<file path="src/rtl/mux_scan_ctrl_pkg.sv">
// Shared definitions for the multiplexer scan controller: state encoding,
// channel/counter widths and a lowest-set-bit helper for channel search.
package mux_scan_ctrl_pkg;

  localparam int NCH   = 4;
  localparam int SEL_W = 2;
  localparam int CNT_W = 8;

  typedef enum logic [1:0] {
    IDLE = 2'd0,
    SCAN = 2'd1,
    DONE = 2'd2
  } state_t;

  typedef struct packed {
    logic             found;
    logic [SEL_W-1:0] idx;
  } chan_pick_t;

  // Lowest set bit of a channel vector; found=0 when the vector is empty.
  function automatic chan_pick_t lowest_set(input logic [NCH-1:0] vec);
    chan_pick_t r;
    r.found = 1'b0;
    r.idx   = '0;
    for (int i = NCH - 1; i >= 0; i--) begin
      if (vec[i]) begin
        r.found = 1'b1;
        r.idx   = i[SEL_W-1:0];
      end
    end
    return r;
  endfunction

endpackage

</file>
<file path="src/rtl/mux_scan_ctrl_if.sv">
// Scan request, mux select/data and result handshake between the
// controller (slave) and its environment (master).
interface mux_scan_ctrl_if;
  import mux_scan_ctrl_pkg::*;

  logic             start;
  logic [NCH-1:0]   en_mask;
  logic             cont;
  logic             y_in;
  logic [SEL_W-1:0] sel;
  logic             busy;
  logic [NCH-1:0]   out_data;
  logic             out_valid;
  logic             out_ready;

  modport master (
    output start, en_mask, cont, y_in, out_ready,
    input  sel, busy, out_data, out_valid
  );

  modport slave (
    input  start, en_mask, cont, y_in, out_ready,
    output sel, busy, out_data, out_valid
  );
endinterface

</file>
<file path="src/rtl/mux_scan_ctrl_scan_dwell_cnt.sv">
// Dwell down-counter: loads DWELL-1, counts down to zero and flags zero.
module scan_dwell_cnt
  import mux_scan_ctrl_pkg::*;
#(
  parameter int DWELL = 1
) (
  input  logic clk,
  input  logic rst_n,
  input  logic i_load,
  input  logic i_dec,
  output logic o_zero
);

  // An 8-bit counter can only represent dwell lengths of 1..256.
  if (DWELL < 1 || DWELL > 256) begin : g_bad_dwell
    $fatal(1, "scan_dwell_cnt: DWELL must be in 1..256");
  end

  localparam int unsigned             LOAD_INT = DWELL - 1;
  localparam logic [CNT_W-1:0]        LOAD_VAL = LOAD_INT[CNT_W-1:0];

  logic [CNT_W-1:0] r_cnt;

  // Load takes priority; decrement saturates at zero.
  always_ff @(posedge clk or negedge rst_n) begin
    if (!rst_n) begin
      r_cnt <= '0;
    end else if (i_load) begin
      r_cnt <= LOAD_VAL;
    end else if (i_dec && (r_cnt != '0)) begin
      r_cnt <= r_cnt - CNT_W'(1);
    end
  end

  assign o_zero = (r_cnt == '0);

endmodule

</file>
<file path="src/rtl/mux_scan_ctrl.sv">
// Scans the enabled channels of a downstream 4:1 mux in ascending order,
// holding each select for DWELL cycles before capturing its 1-bit output,
// then presents the assembled word under a valid/ready handshake.
module mux_scan_ctrl
  import mux_scan_ctrl_pkg::*;
#(
  parameter int DWELL = 1
) (
  input  logic                  clk,
  input  logic                  rst_n,
  mux_scan_ctrl_if.slave        bus
);

  state_t           r_state;
  state_t           w_state_next;
  logic [NCH-1:0]   r_mask;
  logic [NCH-1:0]   r_data;
  logic [SEL_W-1:0] r_sel;

  logic             w_cnt_zero;
  logic             w_handshake;
  logic             w_accept;
  logic             w_capture;
  logic             w_load;
  logic             w_dec;
  logic [NCH-1:0]   w_above;
  chan_pick_t       w_first;
  chan_pick_t       w_next;

  // A scan is accepted from IDLE on start, or straight out of DONE on the
  // handshake edge when continuous mode is on (no idle cycle in between).
  assign w_handshake = (r_state == DONE) && bus.out_ready;
  assign w_accept    = ((r_state == IDLE) && bus.start) || (w_handshake && bus.cont);
  assign w_capture   = (r_state == SCAN) && w_cnt_zero;
  assign w_load      = w_accept || w_capture;
  assign w_dec       = (r_state == SCAN) && !w_cnt_zero;

  // Candidate channels strictly above the current select, so the search
  // never wraps back to a lower channel within one scan.
  for (genvar gi = 0; gi < NCH; gi++) begin : g_above
    assign w_above[gi] = r_mask[gi] && (SEL_W'(gi) > r_sel);
  end

  assign w_first = lowest_set(bus.en_mask);
  assign w_next  = lowest_set(w_above);

  scan_dwell_cnt #(
    .DWELL (DWELL)
  ) u_dwell (
    .clk    (clk),
    .rst_n  (rst_n),
    .i_load (w_load),
    .i_dec  (w_dec),
    .o_zero (w_cnt_zero)
  );

  // State register.
  always_ff @(posedge clk or negedge rst_n) begin
    if (!rst_n) begin
      r_state <= IDLE;
    end else begin
      r_state <= w_state_next;
    end
  end

  // Next-state decision.
  always_comb begin
    w_state_next = r_state;
    case (r_state)
      IDLE: begin
        if (bus.start) begin
          w_state_next = w_first.found ? SCAN : DONE;
        end
      end
      SCAN: begin
        if (w_cnt_zero) begin
          w_state_next = w_next.found ? SCAN : DONE;
        end
      end
      DONE: begin
        if (bus.out_ready) begin
          if (bus.cont) begin
            w_state_next = w_first.found ? SCAN : DONE;
          end else begin
            w_state_next = IDLE;
          end
        end
      end
      default: w_state_next = IDLE;
    endcase
  end

  // Mask, captured data and select; sel holds through DONE and returns
  // to 0 only when the handshake drops back to IDLE.
  always_ff @(posedge clk or negedge rst_n) begin
    if (!rst_n) begin
      r_mask <= '0;
      r_data <= '0;
      r_sel  <= '0;
    end else if (w_accept) begin
      r_mask <= bus.en_mask;
      r_data <= '0;
      r_sel  <= w_first.found ? w_first.idx : '0;
    end else if (w_capture) begin
      r_data[r_sel] <= bus.y_in;
      r_mask[r_sel] <= 1'b0;
      if (w_next.found) begin
        r_sel <= w_next.idx;
      end
    end else if (w_handshake) begin
      r_sel <= '0;
    end
  end

  // Outputs decoded from state and datapath registers.
  always_comb begin
    bus.busy      = (r_state != IDLE);
    bus.out_valid = (r_state == DONE);
    bus.sel       = r_sel;
    bus.out_data  = r_data;
  end

endmodule
</file>
<file path="src/flat_wrapper.sv">
// flat-port wrapper written by rule: the top's interface ports become plain ports
module mux_scan_ctrl_flat import mux_scan_ctrl_pkg::*;
#(
  parameter int DWELL = 1
)
  (clk, rst_n, bus_start, bus_en_mask, bus_cont, bus_y_in, bus_out_ready, bus_sel, bus_busy, bus_out_data, bus_out_valid);
  mux_scan_ctrl_if bus_i ();
  input  logic clk;
  input  logic rst_n;
  input wire logic [$bits(bus_i.start)-1:0] bus_start;
  input wire logic [$bits(bus_i.en_mask)-1:0] bus_en_mask;
  input wire logic [$bits(bus_i.cont)-1:0] bus_cont;
  input wire logic [$bits(bus_i.y_in)-1:0] bus_y_in;
  input wire logic [$bits(bus_i.out_ready)-1:0] bus_out_ready;
  output wire logic [$bits(bus_i.sel)-1:0] bus_sel;
  output wire logic [$bits(bus_i.busy)-1:0] bus_busy;
  output wire logic [$bits(bus_i.out_data)-1:0] bus_out_data;
  output wire logic [$bits(bus_i.out_valid)-1:0] bus_out_valid;
  assign bus_i.start = bus_start;
  assign bus_i.en_mask = bus_en_mask;
  assign bus_i.cont = bus_cont;
  assign bus_i.y_in = bus_y_in;
  assign bus_i.out_ready = bus_out_ready;
  assign bus_sel = bus_i.sel;
  assign bus_busy = bus_i.busy;
  assign bus_out_data = bus_i.out_data;
  assign bus_out_valid = bus_i.out_valid;
  mux_scan_ctrl #(.DWELL(DWELL)) u_core (.clk(clk), .rst_n(rst_n), .bus(bus_i));
endmodule
</file>
<file path="config.mk">
export PLATFORM = sky130hd
export DESIGN_NAME = mux_scan_ctrl_flat
export DESIGN_NICKNAME = d
export VERILOG_FILES = /design/src/rtl/mux_scan_ctrl_pkg.sv /design/src/rtl/mux_scan_ctrl_if.sv /design/src/rtl/mux_scan_ctrl_scan_dwell_cnt.sv /design/src/rtl/mux_scan_ctrl.sv /design/src/flat_wrapper.sv
export SDC_FILE = /design/constraint.sdc
export NUM_CORES = 1
export LEC_CHECK = 0
export BUFFER_PORTS_ARGS = -buffer_cell sky130_fd_sc_hd__buf_4
export CORE_MARGIN = 4
export CORE_UTILIZATION = 32
export CTS_CLUSTER_DIAMETER = 30
export CTS_CLUSTER_SIZE = 20
export DETAILED_ROUTE_END_ITERATION = 6
export PLACE_DENSITY = 0.59
export SYNTH_ARGS = -nofsm -noshare
export SYNTH_HDL_FRONTEND = slang
export SYNTH_SLANG_ARGS = --single-unit
export TNS_END_PERCENT = 5
</file>
<file path="constraint.sdc">
create_clock -name clk -period 2.1 [get_ports clk]
set_clock_uncertainty 0.05 [all_clocks]
set_input_delay 0.21 -clock clk [delete_from_list [all_inputs] [get_ports clk]]
set_output_delay 0.21 -clock clk [all_outputs]
set_load 0.01 [all_outputs]
</file>
======== After elaboration in Yosys (flattened, before gate mapping) ========
Cells that the tools add are included.
cells by class
  $add $sub $neg .......................... 1
  $lt $le $gt $ge ......................... 6
  eq/ne operators ......................... 6
  muxes and demuxes ....................... 29
  bitwise logic cells ..................... 2
  reduce and logical (&&, ||, !) cells .... 23
operators by type and width
  operator               count
  $mux W3                8
  $mux W2                11
  $mux W4                4
  $mux W8                2
  $logic_and A1 B1 Y1    11
  $logic_not A8 Y1       1
  $reduce_bool A8 Y1     1
  $sub A8 B1 Y8 const B  1
  $pmux W2 S3            1
  $reduce_bool A2 Y1     3
  $and A4 B4 Y4          1
  $bwmux W4              1
  $gt A1 B2 Y1 const A   2
  $gt A2 B2 Y1 const A   2
  $ne A2 B2 Y1 const B   2
  $not A4 Y4             1
  $lt A2 B3 Y1 const B   1
  $ne A3 B2 Y1 const B   1
  $reduce_and A3 Y1      1
  $reduce_bool A3 Y1     1
  $demux W1 S2           1
  $eq A2 B1 Y1 const B   1
  $eq A2 B2 Y1 const B   1
  $ge A2 B1 Y1 const B   1
  other kinds (6)        7
word-level totals
  register bits after elaboration ......... 20
  input bits .............................. 10
  output and inout port bits .............. 8
  logic and storage cells ................. 72

======== Longest topological paths before layout ========
  word-level depth ........................ 9
  mapped depth ............................ 7
  depth with buffers taken out ............ 6

======== Hierarchy ========
Synthesis repeated with hierarchy kept, for this count alone.
second synthesis, totals
  cells, all modules ...................... 133
  area total of the unflattened synthesis .. 1,163.6 µm²
by module, submodules not included
  module          instances  cells each  area an instance (µm²)  sequential area each (µm²)
  mux_scan_ctrl   1          85          701.9                   275.3
  scan_dwell_cnt  1          48          461.7                   200.2

======== Worst setup path after synthesis ========
OpenSTA, ideal clock, no wires.
  path kind ............................... flip-flop to flip-flop
  from .................................... reg u_core.u_dwell.r_cnt[0]
  to ...................................... reg u_core.r_sel[1], in the netlist u_core.bus.sel[1]
  setup time .............................. 0.123 ns
  data arrival time ....................... 1.848 ns
  data required time ...................... 1.927 ns
  setup slack ............................. 0.079 ns
  cell stages (with the launch flop) ...... 8
  buffers on the path ..................... 1
  period minus slack after synthesis ...... 2.021 ns
  cell sequence ........................... dfrtp_1 -> inv_1 -> ha_1 -> or3b_2 -> clkbuf_1 -> nor3_1 -> a31oi_1 -> o221a_2
on the way
  cells in the longest elaborated chain, start to end .. 4
  elaborated cells on any way between the ends .. 7
  those cells by class .................... 1 x eq/ne; 2 x mux; 4 x reduce/logical
RTL lines
  item                                                           line                                source
  start, declared                                                mux_scan_ctrl_scan_dwell_cnt.sv:22  logic [CNT_W-1:0] r_cnt;
  start signal, assigned                                         mux_scan_ctrl_scan_dwell_cnt.sv:31  r_cnt <= r_cnt - CNT_W'(1);
  $logic_not A8 Y1 (*)                                           mux_scan_ctrl_scan_dwell_cnt.sv:35  assign o_zero = (r_cnt == '0);
  $logic_and A1 B1 Y1 (*)                                        mux_scan_ctrl.sv:34                 assign w_capture = (r_state == SCAN) && w_cnt_zero;
  $ne A3 B2 Y1 (no line), or another cell as far along           -
  $reduce_and A2 Y1 (no line) / $mux W2 (equally long branches)  -
  end signal, assigned                                           mux_scan_ctrl.sv:103                r_sel <= w_first.found ? w_first.idx : '0;
  end signal, assigned                                           mux_scan_ctrl.sv:108                r_sel <= w_next.idx;
  end, declared                                                  mux_scan_ctrl.sv:18                 logic [SEL_W-1:0] r_sel;
Every way passes the cells marked *; elsewhere a longest branch is shown, timed or not.
A chain may end at the register's enable or synchronous reset.

======== Worst setup path in the final report ========
  from .................................... reg u_core.u_dwell.r_cnt[5]
  to ...................................... reg u_core.r_sel[1], in the netlist u_core.bus.sel[1]
The elaborated chain is that of the path after synthesis.

==> metrics.md <==
| Metric | Value |
|---|---|
| Global Route met2 Usage | 22.7% |
| Root Driver | clkbuf_4 |
| Worst setup EP type | flip-flop |
| Relative slew margins | 72.0% |
| I/O Pins | 18 |
| Max-Cap Viols | 0 |
| Post-Syn Area | 1110 um^2 |
| Flop pwr share | 33.4% |
| Clk sinks | 19 |
| Number of H-tree levels | 1 |
| M3 GR Usage | 2.19% |
| TritonCTS clock tree | yes |
| ANT cells | 0 |
| Nets@finish | 158 |
| Crit path kind | reg -> reg |
| Worst-path clk slew | 0.11 ns |
| Startpoint types | flip-flop |
| Detail Route Antenna Nets | 0 |
| Yosys cell types | 38 |
| Layout cell share with drive strength beyond 1 | 26.0% |
| Area grow syn2layout | 22.4% |
| Final Hold Fails | 0 |
| Warnings, synthesis | 0 |
| Core Area | 3360 um^2 |
| Core Rows | 21 |
| Final Cycle Share | 91.5% |
| Initial Utilization | 33.1% |
| Worst Path Arrival | 2.11 ns |
| Net Sw Power | 0.832 mW |
| Drt total wl | 2.70 mm |
| Gr busiest metal | met2 |
| Outcome | complete, no violations |
| GR met1 Demand/Resource | 17.9% |
| Vias | 1023 |
| FMAX | 520 MHz |
| Seq/Total Area, Yosys | 42.6% |
| Pre-CTS setup slack | 0.0812 ns |
| CTS Buffer Depth | 2 |
| Power Total | 1.95 mW |
| P_leak | 0.613 nW |
| Slew Viols, Final | 0 |
| Die span in x | 67.0 um |
| Setup tns final | 0 ns |
| Vias per std cell | 5.33 |
| Switching Fraction | 42.7% |
| TritonCTS buffer count | 3 |
| Net Count, Synth | 134 |
| Final setup margin | 0.179 ns |
| Dpl cell area | 1320 um^2 |
| Initial drt markers | 118 |
| Gr usage total | 13.8% |
| Worst skew pair latency | 0.29 ns |
| Die H | 67.0 um |
| RSZ-0062 raised after global routing | no |
| Largest net degree at the start of global routing | 20 |
| Top post-synthesis cells by area | dfrtp_1 (43%), o21ai_0 (5.8%), mux2i_1 (4.5%), a21oi_1 (4.0%), nand2_1 (3.0%) |
| Post-CTS setup buffers | 0 |
| Setup-failing EPs final | 0 |
| Post-Syn Instances | 123 |
| Placed cells | 187 |
| Initial antenna violation count | 0 |
| Worst hold path class | in -> reg |
| Routed len/inst | 14.1 um |
| First-pass GRT wire length | 4.80 mm |
| Pwr/cell area | 1430 nW/um^2 |
| CP required | 2.29 ns |
| VDD IR max | 0.417 mV |
| Die area | 4490 um^2 |
| Vias in the first global route | 1028 |
| Final Cell Area | 1370 um^2 |
| Overflow after GRT | 0 |
| Syn_area_per_cell | 9.06 um^2 |
| DR pass1 iterations | 6 |
| HPWL after detailed placement | 2.05 mm |
| Post-synth top area share | 42.6% |
| Minimum clock period | 1.92 ns |
| Clk pwr share | 9.5% |
| IO Port Bufs | 17 |
| Post-synthesis register bit count | 19 |
| GP Congestion | 0.945 |
| Crit-path max FO | 6 |
| Yosys top cell by area | dfrtp_1 |
| Slew of the pin with the lowest slew margin | 0.416 ns |
| Post-Layout Cell Count | 192 |
| Proportion of power drawn by combinational gates | 57.1% |
| R2r setup slk | 0.18 ns |
| Drt drc | 0 |
| Cell-internal power | 1.11 mW |
==> kinds of logic (layout without fill, tap and decap cells) <==
group,count (synthesis),in the layout,share of synthesized area (%)
AOI/OAI and AO/OA,37,37,22.8
DFF,19,19,42.6
muxes,5,5,4.49
adders and majority gates,1,1,1.12
and+or+nand+nor,50,50,24.8
buffers and inverters,11,34,4.15
==> worst max-delay path, stage by stage, from the launching register on <==
cell	delay (ns)
dfrtp_1	0.45
or4_4	0.57
o32a_4	0.39
a31oi_1	0.19
o221a_2	0.21
==> registers in the layout, indices dropped and copies added (netlist names) <==
name,cells
u_core.r_state,2
u_core.r_mask,3
u_core.u_dwell.r_cnt,8
u_core.bus.out_data,4
u_core.bus.sel,2
==> final cells by class <==
cell class	count	area [um^2]
multi-input cells	93	601
repair buffers	24	183
clock buffers	4	26.3
flip-flops and latches	19	475
inverters	6	22.5
fillers	366	2000
well taps	46	57.6
==> per-stage QoR <==
step           util, %  hold slack (ns)
2_1_floorplan        -           -0.136
3_3_place_gp      39.3           0.0482
3_5_place_dp      39.3           0.0481
4_1_cts           40.4           0.0895
5_1_grt           40.6            0.121
6_report          40.6            0.102
==> per-layer routing <==
metal  up-vias  wire, um
met5         -         0
met4         0        29
met3         4        90
met2        13      1330
met1       507      1260
li1        499         -
==> Yosys cell counts (all sizes together) <==
cell type and n:
nor2 7, nand4 2, or3 4, nor3 3, a21o 2, nor4 3, o32ai 1, a21oi 10
nor2b 4, o21ai 13, o211ai 2, nand2b 5, nor3b 1, nand2 9, a31o 3, o41ai 1
a2111o 1, a22o 1, and2 1, inv 6, or3b 1, mux2i 5, clkbuf 3, ha 1
a31oi 1, o32a 1, and3 2, or2 1, or4 3, dfrtp 19, buf 2, nand3 4
o221a 1
==> cell usage in the layout, fill, tap and decap left out, types with 2 or more instances in the layout <==
master     n
dfrtp_1   19
o211ai_1   2
or3_1      4
nor2b_1    4
clkbuf_4   3
and3_1     2
nand2_1    9
nand4_1    2
nor3_1     2
mux2i_1    5
nor4_1     3
nand3_1    4
inv_1      6
nand2b_1   5
nor2_1     7
a31o_2     3
o21ai_0   13
buf_4     23
a21oi_1    9
==> power groups by stage <==
stage | sequential (mW) | combinational, mW | clock, mW
after global routing | 0.669 | 1.25 | 0.211
after detailed placement | 0.651 | 1.09 | 0
after CTS | 0.646 | 1.10 | 0.192
after floorplan | 0.636 | 0.739 | 0
final | 0.649 | 1.11 | 0.185
after global placement | 0.643 | 1.08 | 0
==> worst paths after layout <==
kind,from,end,depth (start not counted)
worst min-delay path,bus_en_mask[3],u_core.r_mask[3],3
worst max register to register,u_core.u_dwell.r_cnt[5],u_core.bus.sel[1],4
max in group asynchronous,rst_n,u_core.u_dwell.r_cnt[1],2
worst min register to register,u_core.bus.out_data[1],u_core.bus.out_data[1],2
worst max-delay path,u_core.u_dwell.r_cnt[5],u_core.bus.sel[1],4
min in group asynchronous,rst_n,u_core.bus.sel[0],2
==> timing repair <==
action | 4_1_cts | 5_1_grt
gates resized for setup | 0 | 2
setup endpoints to repair | 0 | 5
hold buffers | 1 | 0
hold endpoints to repair | 19 | 0
(Power assumes the default switching activity.)
